File: config.mk
export PLATFORM = sky130hd
export DESIGN_NAME = nes_palette_ctrl
export DESIGN_NICKNAME = d
export VERILOG_FILES = /design/src/rtl/nes_video_pkg.sv /design/src/rtl/nes_palette_ctrl.sv
export SDC_FILE = /design/constraint.sdc
export NUM_CORES = 1
export LEC_CHECK = 0
export ABC_CLOCK_PERIOD_IN_PS = 2400
export CORE_MARGIN = 2
export CORE_UTILIZATION = 48
export DETAILED_ROUTE_END_ITERATION = 8
export PLACE_DENSITY = 0.85
export SLEW_MARGIN = 5
export SYNTH_ARGS = -nofsm -noshare
export SYNTH_HDL_FRONTEND = slang
export SYNTH_SLANG_ARGS = --single-unit
File: constraint.sdc
create_clock -name clk -period 2.4 [get_ports clk]
set_input_delay 0.48 -clock clk [delete_from_list [all_inputs] [get_ports clk]]
set_output_delay 0.48 -clock clk [all_outputs]
set_load 0.02 [all_outputs]
File: src/rtl/nes_video_pkg.sv
// nes_video_pkg -- shared types for the NES video path.
//   rgb15_t     : packed {B5,G5,R5} color word
//   PAL_ENTRIES : number of palette entries (one per 6-bit NES color index)
//   pal_state_t : palette download FSM states
package nes_video_pkg;

  typedef logic [14:0] rgb15_t;

  localparam int PAL_ENTRIES = 64;

  typedef enum logic [2:0] {
    IDLE = 3'd0,
    LO   = 3'd1,
    HI   = 3'd2,
    WR   = 3'd3,
    DONE = 3'd4
  } pal_state_t;

endpackage

File: src/rtl/nes_palette_ctrl.sv
// nes_palette_ctrl -- palette lookup and custom palette download controller
// for an external single-port synchronous palette RAM (1-cycle read latency).
//
// Ports:
//   clk, reset_n        : clock, asynchronous active-low reset
//   pix_ce, color       : lookup strobe (<= once per 2 cycles) and color index
//   pix_rgb, pix_valid  : looked-up color, valid pulse two cycles after pix_ce
//   dl_start            : restart a custom palette download
//   dl_valid, dl_data   : download byte stream (LO byte, then HI byte per entry)
//   dl_ready            : byte handshake ready (LO/HI states only)
//   dl_done             : one-cycle pulse after the last entry is written
//   custom_active       : RAM holds a complete custom palette
//   ram_addr/we/wdata   : RAM request, ram_rdata: RAM read data
//   pal_csum            : (PAL_CHECKSUM_EN only) mod-2^16 sum of written words
//
// Optional feature macro: PAL_CHECKSUM_EN adds the pal_csum output.
module nes_palette_ctrl
  import nes_video_pkg::*;
#(
  parameter int ENTRIES = PAL_ENTRIES
) (
  input  logic        clk,
  input  logic        reset_n,
  input  logic        pix_ce,
  input  logic [5:0]  color,
  output rgb15_t      pix_rgb,
  output logic        pix_valid,
  input  logic        dl_start,
  input  logic        dl_valid,
  input  logic [7:0]  dl_data,
  output logic        dl_ready,
  output logic        dl_done,
  output logic        custom_active,
  output logic [5:0]  ram_addr,
  output logic        ram_we,
  output rgb15_t      ram_wdata,
  input  rgb15_t      ram_rdata
`ifdef PAL_CHECKSUM_EN
  ,
  output logic [15:0] pal_csum
`endif
);

  localparam logic [5:0] LAST = 6'(ENTRIES - 1);

  pal_state_t state;
  logic [5:0] wr_addr;
  logic [7:0] lo_byte;
  rgb15_t     word_q;
  // vld_pipe[1]: RAM read issued last cycle; vld_pipe[2]: pix_rgb just updated
  logic [2:1] vld_pipe;
  logic       accept;
  logic       wr_go;

  assign accept    = dl_valid && dl_ready;
  // A lookup steals the RAM port; the pending write simply waits in WR.
  assign wr_go     = (state == WR) && !pix_ce;
  assign pix_valid = vld_pipe[2];

  always_comb begin
    dl_ready  = (state == LO) || (state == HI);
    ram_we    = wr_go;
    ram_wdata = word_q;
    if (!reset_n)    ram_addr = '0;
    else if (pix_ce) ram_addr = color;
    else             ram_addr = wr_addr;
  end

  always_ff @(posedge clk or negedge reset_n) begin
    if (!reset_n) begin
      state         <= IDLE;
      wr_addr       <= '0;
      lo_byte       <= '0;
      word_q        <= '0;
      vld_pipe      <= '0;
      pix_rgb       <= '0;
      dl_done       <= 1'b0;
      custom_active <= 1'b0;
    end else begin
      vld_pipe <= {vld_pipe[1], pix_ce};
      if (vld_pipe[1]) pix_rgb <= ram_rdata;
      dl_done <= 1'b0;

      if (dl_start) begin
        // Restart wins over any byte handshake this cycle; a half-built word
        // is dropped because LO overwrites lo_byte before it is used again.
        state         <= LO;
        wr_addr       <= '0;
        custom_active <= 1'b0;
      end else begin
        unique case (state)
          IDLE: ;
          LO: if (accept) begin
            lo_byte <= dl_data;
            state   <= HI;
          end
          HI: if (accept) begin
            word_q <= {dl_data[6:0], lo_byte};
            state  <= WR;
          end
          WR: if (wr_go) begin
            if (wr_addr == LAST) begin
              wr_addr       <= '0;
              state         <= DONE;
              dl_done       <= 1'b1;
              custom_active <= 1'b1;
            end else begin
              wr_addr <= wr_addr + 6'd1;
              state   <= LO;
            end
          end
          DONE: state <= IDLE;
          default: state <= IDLE;
        endcase
      end
    end
  end

`ifdef PAL_CHECKSUM_EN
  always_ff @(posedge clk or negedge reset_n) begin
    if (!reset_n)      pal_csum <= '0;
    else if (dl_start) pal_csum <= '0;
    else if (wr_go)    pal_csum <= pal_csum + {1'b0, word_q};
  end
`endif

endmodule

Word-level counts from Yosys, hierarchy flattened
Index checks and enable logic that the tools add are counted.
- logic and storage cells: 51
- flip-flop bits (word level): 51
- input bits: 34
- output and inout bits: 41
- equal/unequal tests: 8
- multiplexer cells: 20
- add/sub/neg operators: 1
- reduce and logical (&&, ||, !) cells: 13
- bitwise logic cells: 1
- operator list (operator ; count):
    $mux W6 ; 6
    $mux W3 ; 5
    $pmux W3 S4 ; 1
    $ne A3 B3 Y1 const B ; 3
    $reduce_and A3 Y1 ; 3
    $mux W1 ; 8
    $add A6 B1 Y6 const B ; 1
    $eq A3 B2 Y1 const B ; 2
    $eq A6 B6 Y1 const B ; 1
    $reduce_bool A2 Y1 ; 3
    $reduce_and A4 Y1 ; 1
    $eq A3 B1 Y1 const B ; 1
    $logic_not A3 Y1 ; 1
    $logic_and A1 B1 Y1 ; 2
    $ne A2 B2 Y1 const B ; 1
    $reduce_and A2 Y1 ; 1
    $logic_not A1 Y1 ; 1
    $logic_or A1 B1 Y1 ; 1
    $not A1 Y1 ; 1

Depth between registers and ports, before layout
Gate-level depths: netlist of run 1.
- depth after elaboration: 6
- gate-level depth with buffers: 8
- mapped depth without buffers: 6

Worst setup path after synthesis of run 1
Ideal clock, no wire load.
- kind: input-to-output
- start: input port pix_ce
- end: output port ram_we
- stages on the path: 5
- arrival time: 1.231 ns
- data required time: 1.920 ns
- buffers on the path: 2
- slack: 0.689 ns
- cells stage by stage: buf_4 -> nand2b_4 -> or2_1 -> buf_6 -> inv_2
- cells in the longest elaborated chain, start to end: 2
- RTL lines (element ; RTL line ; text):
    start: declaration ; nes_palette_ctrl.sv:24 ; input logic pix_ce,
    $logic_not A1 Y1 ; nes_palette_ctrl.sv:57 ; assign wr_go = (state == WR) && !pix_ce;
    $logic_and A1 B1 Y1 ; nes_palette_ctrl.sv:57 ;
    end: declaration ; nes_palette_ctrl.sv:35 ; output logic ram_we,
No other way between the ends.

Worst setup path in the final report of run 1
Same ends and word-level chain as after synthesis.

==> results.toml, run 1 <==
[yosys]
ys_types = 26
synth_cells = 157
synth.avg_cell_area_um2 = 13.5
synth-seq-cells = 51
yosysWarnings = 0
ys_seq_area_share_pct = 60.2
synth_fp_nets = 192
synth_area_um2 = 2120

[final_layout]
fin_cells = 290
layout_commonest_cell = "clkdlybuf4s50_1"
nets = 273
drive_gt1_share_pct = 23.1
area_growth_pct = 41.8
diodes = 0
fin_area_um2 = 3010
final_cell_mix = "clkdlybuf4s50_1 (66), dfrtp_1 (51), mux2_2 (38)"

[power]
p_int_uw = 1730
ir_worst_vdd_mv = 0.720
pwr-share-seq_pct = 47.3
power_leakage_uw = 0.00133
combPwrFrac_pct = 33.2
p_sw_share_pct = 29.3
power.density_nw_per_um2 = 814
p_switching_uw = 716
p_clk_share_pct = 19.5

[cts]
path_clk_slew_ps = 80
root_buffer = "clkbuf_8"
cts_tree = "yes"
insertion_delay_ps = 290
cts_max_level = 2
cts_max_path_buffers = 2
cts_inserted_buffers = 5
clock_sinks = 51
post_cts_buffers = 0

[sta]
fmax_ghz = 0.452
fin_crit_ps = 2210
setup-tns-final_ps = 0
hold_violations = 0
setup_viol = 0
maxSlewViolCount = 0
finalClockSkew_ps = 4.31
rsz0062_at_grt = "false"
max-slew-margin-rel_pct = 60.5
fin_crit_sh_pct = 92.3
tightest_slew_ps = 592

[placed_design]
dpl.cell_count = 283
port_buffers = 74
hpwlAfterDp_um = 2990
placed_area_um2 = 2930
gp_congestion = 0.837

[global_routing]
grt_pass1_vias = 1530
antenna_found_initial = 0
grt_usage_pct = 17.2
grt_max_degree = 45
grt_overflow_total = 0
grt_pass1_wl_um = 6800

[route]
vias = 1485
dr.pass1.iters = 4
totalWireLength_um = 4060
vias_per_cell = 5.12
detail_route.iter0.violations = 63
wl_per_cell_um = 14.0
final_antenna_net_count = 0
drc_errors = 0

[floorplan]
rows = 24
die_h_um = 70.5
die_area_um2 = 4970
initial_utilization_pct = 49.4
core_area_um2 = 4290
io_pins = 75
chipWidth_um = 70.5

[worst_setup_path]
critPathCaptureType = "output port"
crit_type = "in -> out"
required_ps = 1920
startpoint_type = "input pin"
arrival_ps = 1730
cp_max_fo = 5

[outcome]
status = "finished clean"

[job]
drv_cap = 0

[min_path]
worstHoldPathType = "in -> async"
==> registers in the layout (all words and copies together), names as in the netlist <==
name           count
pix_rgb           15
wr_addr            6
dl_done            1
lo_byte            8
vld_pipe           2
ram_wdata         15
custom_active      1
state              3
==> critical path, cell delays in order <==
cell and delay, ps:
clkdlybuf4s50_1 430, nand2b_4 150, or2_1 240, inv_2 90
dlygate4sd2_1 340
==> synth_stat cells <==
cell	count	area share [%]
nand2b_4	1	0.65
a211oi_1	1	0.35
xnor2_1	1	0.41
or3_1	3	0.89
ha_1	1	0.59
a31oi_1	2	0.59
nor3_1	3	0.71
clkbuf_1	3	0.53
nand4_1	1	0.30
inv_2	1	0.18
nor2b_1	6	1.8
mux2i_1	6	2.8
nand3_1	5	1.2
or2_1	1	0.30
and3_1	2	0.59
nand2_1	11	1.9
buf_4	2	0.71
o32a_1	1	0.47
nor3_2	1	0.47
mux2_2	38	20
nand2b_1	2	0.59
nor2_1	6	1.1
buf_6	1	0.53
dfrtp_1	51	60
xor2_1	2	0.83
a21oi_1	5	1.2
==> power by group through the flow <==
stage,sequential (uW),combinational (uW),clock (uW)
2_1_floorplan,1330,248,0
3_3_place_gp,1170,813,0
3_5_place_dp,1180,824,0
4_1_cts,1160,823,502
5_1_grt,1190,868,521
6_report,1160,813,478
==> layout make-up <==
class,count,area (um2)
clock buffer,6,82.6
timing repair buffer,80,772
multi-input combinational,99,803
inverter,1,3.75
clock inverter,1,5.00
tap,52,65.1
sequential,51,1280
fill,341,1290
==> layer usage <==
layer  up-vias  share of wire [%]  global-route usage (%)
met5         -                  0                       0
li1        708                  -                       -
met4         0               0.54                    5.13
met2        57                 46                    28.2
met1       716                 45                    21.8
met3         4                8.1                    5.77
==> metrics by stage <==
stage | hold slack (ps) | utilization [%] | setup WS, ps | power (uW)
after global routing | 52.1 | 70.0 | 97.6 | 2570
after detailed placement | 366 | 68.2 | -83.0 | 2000
after floorplan | 184 | - | 689 | 1570
after CTS | 42.5 | 70.0 | 176 | 2490
final | 47.5 | 70.0 | 185 | 2450
after global placement | 358 | 68.2 | -63.8 | 1980
==> what timing repair did <==
action / CTS / global route
gates resized for setup: 7 / 0
hold buffers: 0 / 0
setup endpoints to repair: 7 / 0
==> final timing paths <==
check | from | endpoint | slack [ps] | cells after the start
setup / recovery | pix_ce | ram_we | 190 | 5
hold / removal | reset_n | wr_addr[4]$_DFFE_PN0P_ | 50 | 1
setup reg to reg | state[2]$_DFFE_PN0P_ | wr_addr[5]$_DFFE_PN0P_ | 750 | 5
hold reg to reg | lo_byte[1]$_DFFE_PN0P_ | ram_wdata[1]$_DFFE_PN0P_ | 510 | 1
max in group asynchronous | reset_n | lo_byte[7]$_DFFE_PN0P_ | 1550 | 2
min in group clk | lo_byte[1]$_DFFE_PN0P_ | ram_wdata[1]$_DFFE_PN0P_ | 510 | 1
==> cells by family after synthesis <==
family / synth area share [%]
buffers and inverters: 1.95
muxes: 23.0
and+or+nand+nor: 10.4
adders and majority gates: 0.590
AOI/OAI and AO/OA: 2.60
xor gates and xnor gates: 1.24
DFF: 60.2
Note: power is estimated with default switching activity, not from simulation.
==> inputs of run 2 (changes only) <==
ABC_AREA = 1   (was default)
CORE_UTILIZATION = 50   (was 48)
SKIP_LAST_GASP = 1   (was default)
==> run 2 against run 1 <==
Compared with the run above:
- sequential share of layout area decreased by 3.3 points
- utilization up 0.36 points
- sequential power barely moved
- wire length is 18% higher
- register-to-register slack got worse by 120 ps
- worst setup slack gained 3.9 ps
- clock skew down 1.6 ps
- maximum frequency increased by 0.18%
- synthesized cell count grew 48%
- count of clock-buffer cells in the layout rose by 1
- synthesized area grew 11%
==> results.toml, run 2 <==
[cts]
cts_max_level = 2
cts_inserted_buffers = 5
path_clk_slew_ps = 90
cts_max_path_buffers = 2
cts_tree = "yes"
insertion_delay_ps = 300
root_buffer = "clkbuf_8"
postCtsHoldBufs = 0
clock_sinks = 51

[global_routing]
grt_overflow_total = 0
grt_max_degree = 44
grt_usage_pct = 18.9
antenna_found_initial = 0
grt_pass1_vias = 1742
grt_pass1_wl_um = 7810

[worst_setup_path]
cp_max_fo = 7
crit_start = "state[1]$_DFFE_PN0P_"
startpoint_type = "flop"
required_ps = 1920
crit_type = "reg -> out"
r2r-start = "state[2]$_DFFE_PN0P_"
cpMaxStageDelayCell = "clkdlybuf4s50_1"
timing.rr.end = "ram_wdata[12]$_DFFE_PN0P_"
slowest_delay_ps = 610
path_cells = "nor2_1, nand2_2, nand2_4, clkdlybuf4s50_1"
critPathCaptureType = "output port"
crit_end = "dl_ready"
r2r_setup_slack_ps = 630
arrival_ps = 1730
ff2ff_path_depth = 5

[outcome]
status = "finished clean"

[route]
vias_per_cell = 4.97
wl_per_cell_um = 13.1
final_antenna_net_count = 0
vias = 1819
dr.pass1.iters = 4
drc_errors = 0
totalWireLength_um = 4800
detail_route.iter0.violations = 75

[sta]
maxSlewViolCount = 0
fmax_ghz = 0.452
tightest_slew_ps = 649
fin_crit_ps = 2210
setup_ws_ps = 189
hold_violations = 0
setup_viol = 0
rsz0062_at_grt = "false"
finalClockSkew_ps = 2.76
max-slew-margin-rel_pct = 56.6
fin_crit_sh_pct = 92.1

[power]
power_leakage_uw = 0.00154
ir_worst_vdd_mv = 0.646
power.density_nw_per_um2 = 793
p_total_uw = 2580

[yosys]
synth-edff-count = 0
async_flop_share_pct = 100
yosysWarnings = 0
synth_compound_area_share_pct = 11.6
synth_xor_area_share_pct = 0
synth_top_family_by_area = "simple AND/OR/NAND/NOR gates"
ys.flop_type = "dfrtp_1"
post-synth-top-count-cell = "dfrtp_1"
synth_area_leaders = "dfrtp_1 (54%), mux2_2 (7.1%), o21ai_2 (5.9%)"
synthAdderAreaFrac_pct = 0.529
synth_common_cells = "dfrtp_1 (51), inv_1 (29), nand2_1 (27)"
synth_area_um2 = 2360
ys_seq_area_share_pct = 54.0
synth-simple-area-share_pct = 19.0
ys_types = 26
synth_fp_nets = 267
synth-seq-cells = 51
synth.top_cell.area_share_pct = 54.0
synth_largest_area_cell = "dfrtp_1"
synthMuxAreaShare_pct = 7.15
synth_cells = 232
synth.avg_cell_area_um2 = 10.2

[floorplan]
core_area_um2 = 4630
chipWidth_um = 72.8
initial_utilization_pct = 51.1
die_area_um2 = 5290
die_h_um = 72.8
io_pins = 75
rows = 25

[placed_design]
port_buffers = 74
hpwlAfterDp_um = 3510
placed_area_um2 = 3150
gp_congestion = 0.880
post-place-ws_ps = -121

[final_layout]
area_growth_pct = 37.9
fillers = 368
nets = 346
drive_gt1_share_pct = 25.0
diodes = 0
final_cell_mix = "clkdlybuf4s50_1 (66), dfrtp_1 (51), inv_1 (28)"
layout_commonest_cell = "clkdlybuf4s50_1"
fin_area_um2 = 3260

[min_path]
worstHoldPathType = "in -> async"

[job]
drv_cap = 0
==> run 2: changes by cell type after synthesis, moves of 9 or more <==
cell,change
inv_1,+29
mux2_2,-23
nand2_1,+16
nand2_2,+20
nor2_1,+9
o21ai_1,+12
o21ai_2,+16
==> run 2: cells by family after synthesis <==
logic type | Yosys count
and+or+nand+nor | 83
adders and majority gates | 1
AOI/OAI and AO/OA | 42
buffers and inverters | 40
muxes | 15
DFF | 51
==> run 2: how the worst min path moves through the flow <==
stage               startpoint                        end  cells past startpoint
floorplan              reset_n  custom_active$_DFFE_PN0P_                      0
global placement       reset_n     wr_addr[3]$_DFFE_PN0P_                      1
detailed placement     reset_n     wr_addr[3]$_DFFE_PN0P_                      1
CTS                    reset_n  custom_active$_DFFE_PN0P_                      1
global route           reset_n  custom_active$_DFFE_PN0P_                      1
finish                 reset_n     wr_addr[3]$_DFFE_PN0P_                      1
==> run 2: area by class of cell <==
type                       instances  area (um2)  area share [%]
tap                               54        67.6            2.07
inverter                          32         120            3.69
timing repair buffer              80         787            24.1
sequential                        51        1280            39.2
clock inverter                     1        7.51           0.230
clock buffer                       7        96.3            2.96
multi-input combinational        141         905            27.8
==> run 2: metrics by stage <==
| stage | instances | utilization (%) | hold slack, ps | setup TNS [ps] |
|---|---|---|---|---|
| after global placement | 358 | 68.0 | 375 | -241 |
| after CTS | 366 | 70.2 | 54.7 | 0 |
| after global routing | 366 | 70.4 | 59.8 | 0 |
| final | 366 | 70.4 | 59.3 | 0 |
| after floorplan | 232 | - | 184 | 0 |
| after detailed placement | 358 | 68.0 | 382 | -479 |
==> run 2: where the power goes <==
part	internal, uW	switching, uW	leakage, uW
Sequential	1040	129	0.000648
Clock	262	271	0.0000505
Combinational	425	458	0.000843
Total	1730	858	0.00154
==> run 2: metal layers <==
metal | wire length (um) | global-route usage (%) | share of wire (%)
met1 | 2120 | 24.0 | 44
met2 | 2420 | 32.0 | 50
met3 | 199 | 4.42 | 4.2
met4 | 56 | 5.76 | 1.2
met5 | 0 | 0 | 0
==> run 2: timing repair <==
item                                    4_1_cts  5_1_grt
gates resized for setup                       4        4
setup buffers                                 0        0
endpoints found under the setup margin        7        4
==> run 2: worst max-delay path, delay by kind of cell, from the launching register on <==
family | cells | cell delay, ps
buf+inv | 1 | 610
simple gates | 3 | 340
flops | 1 | 480
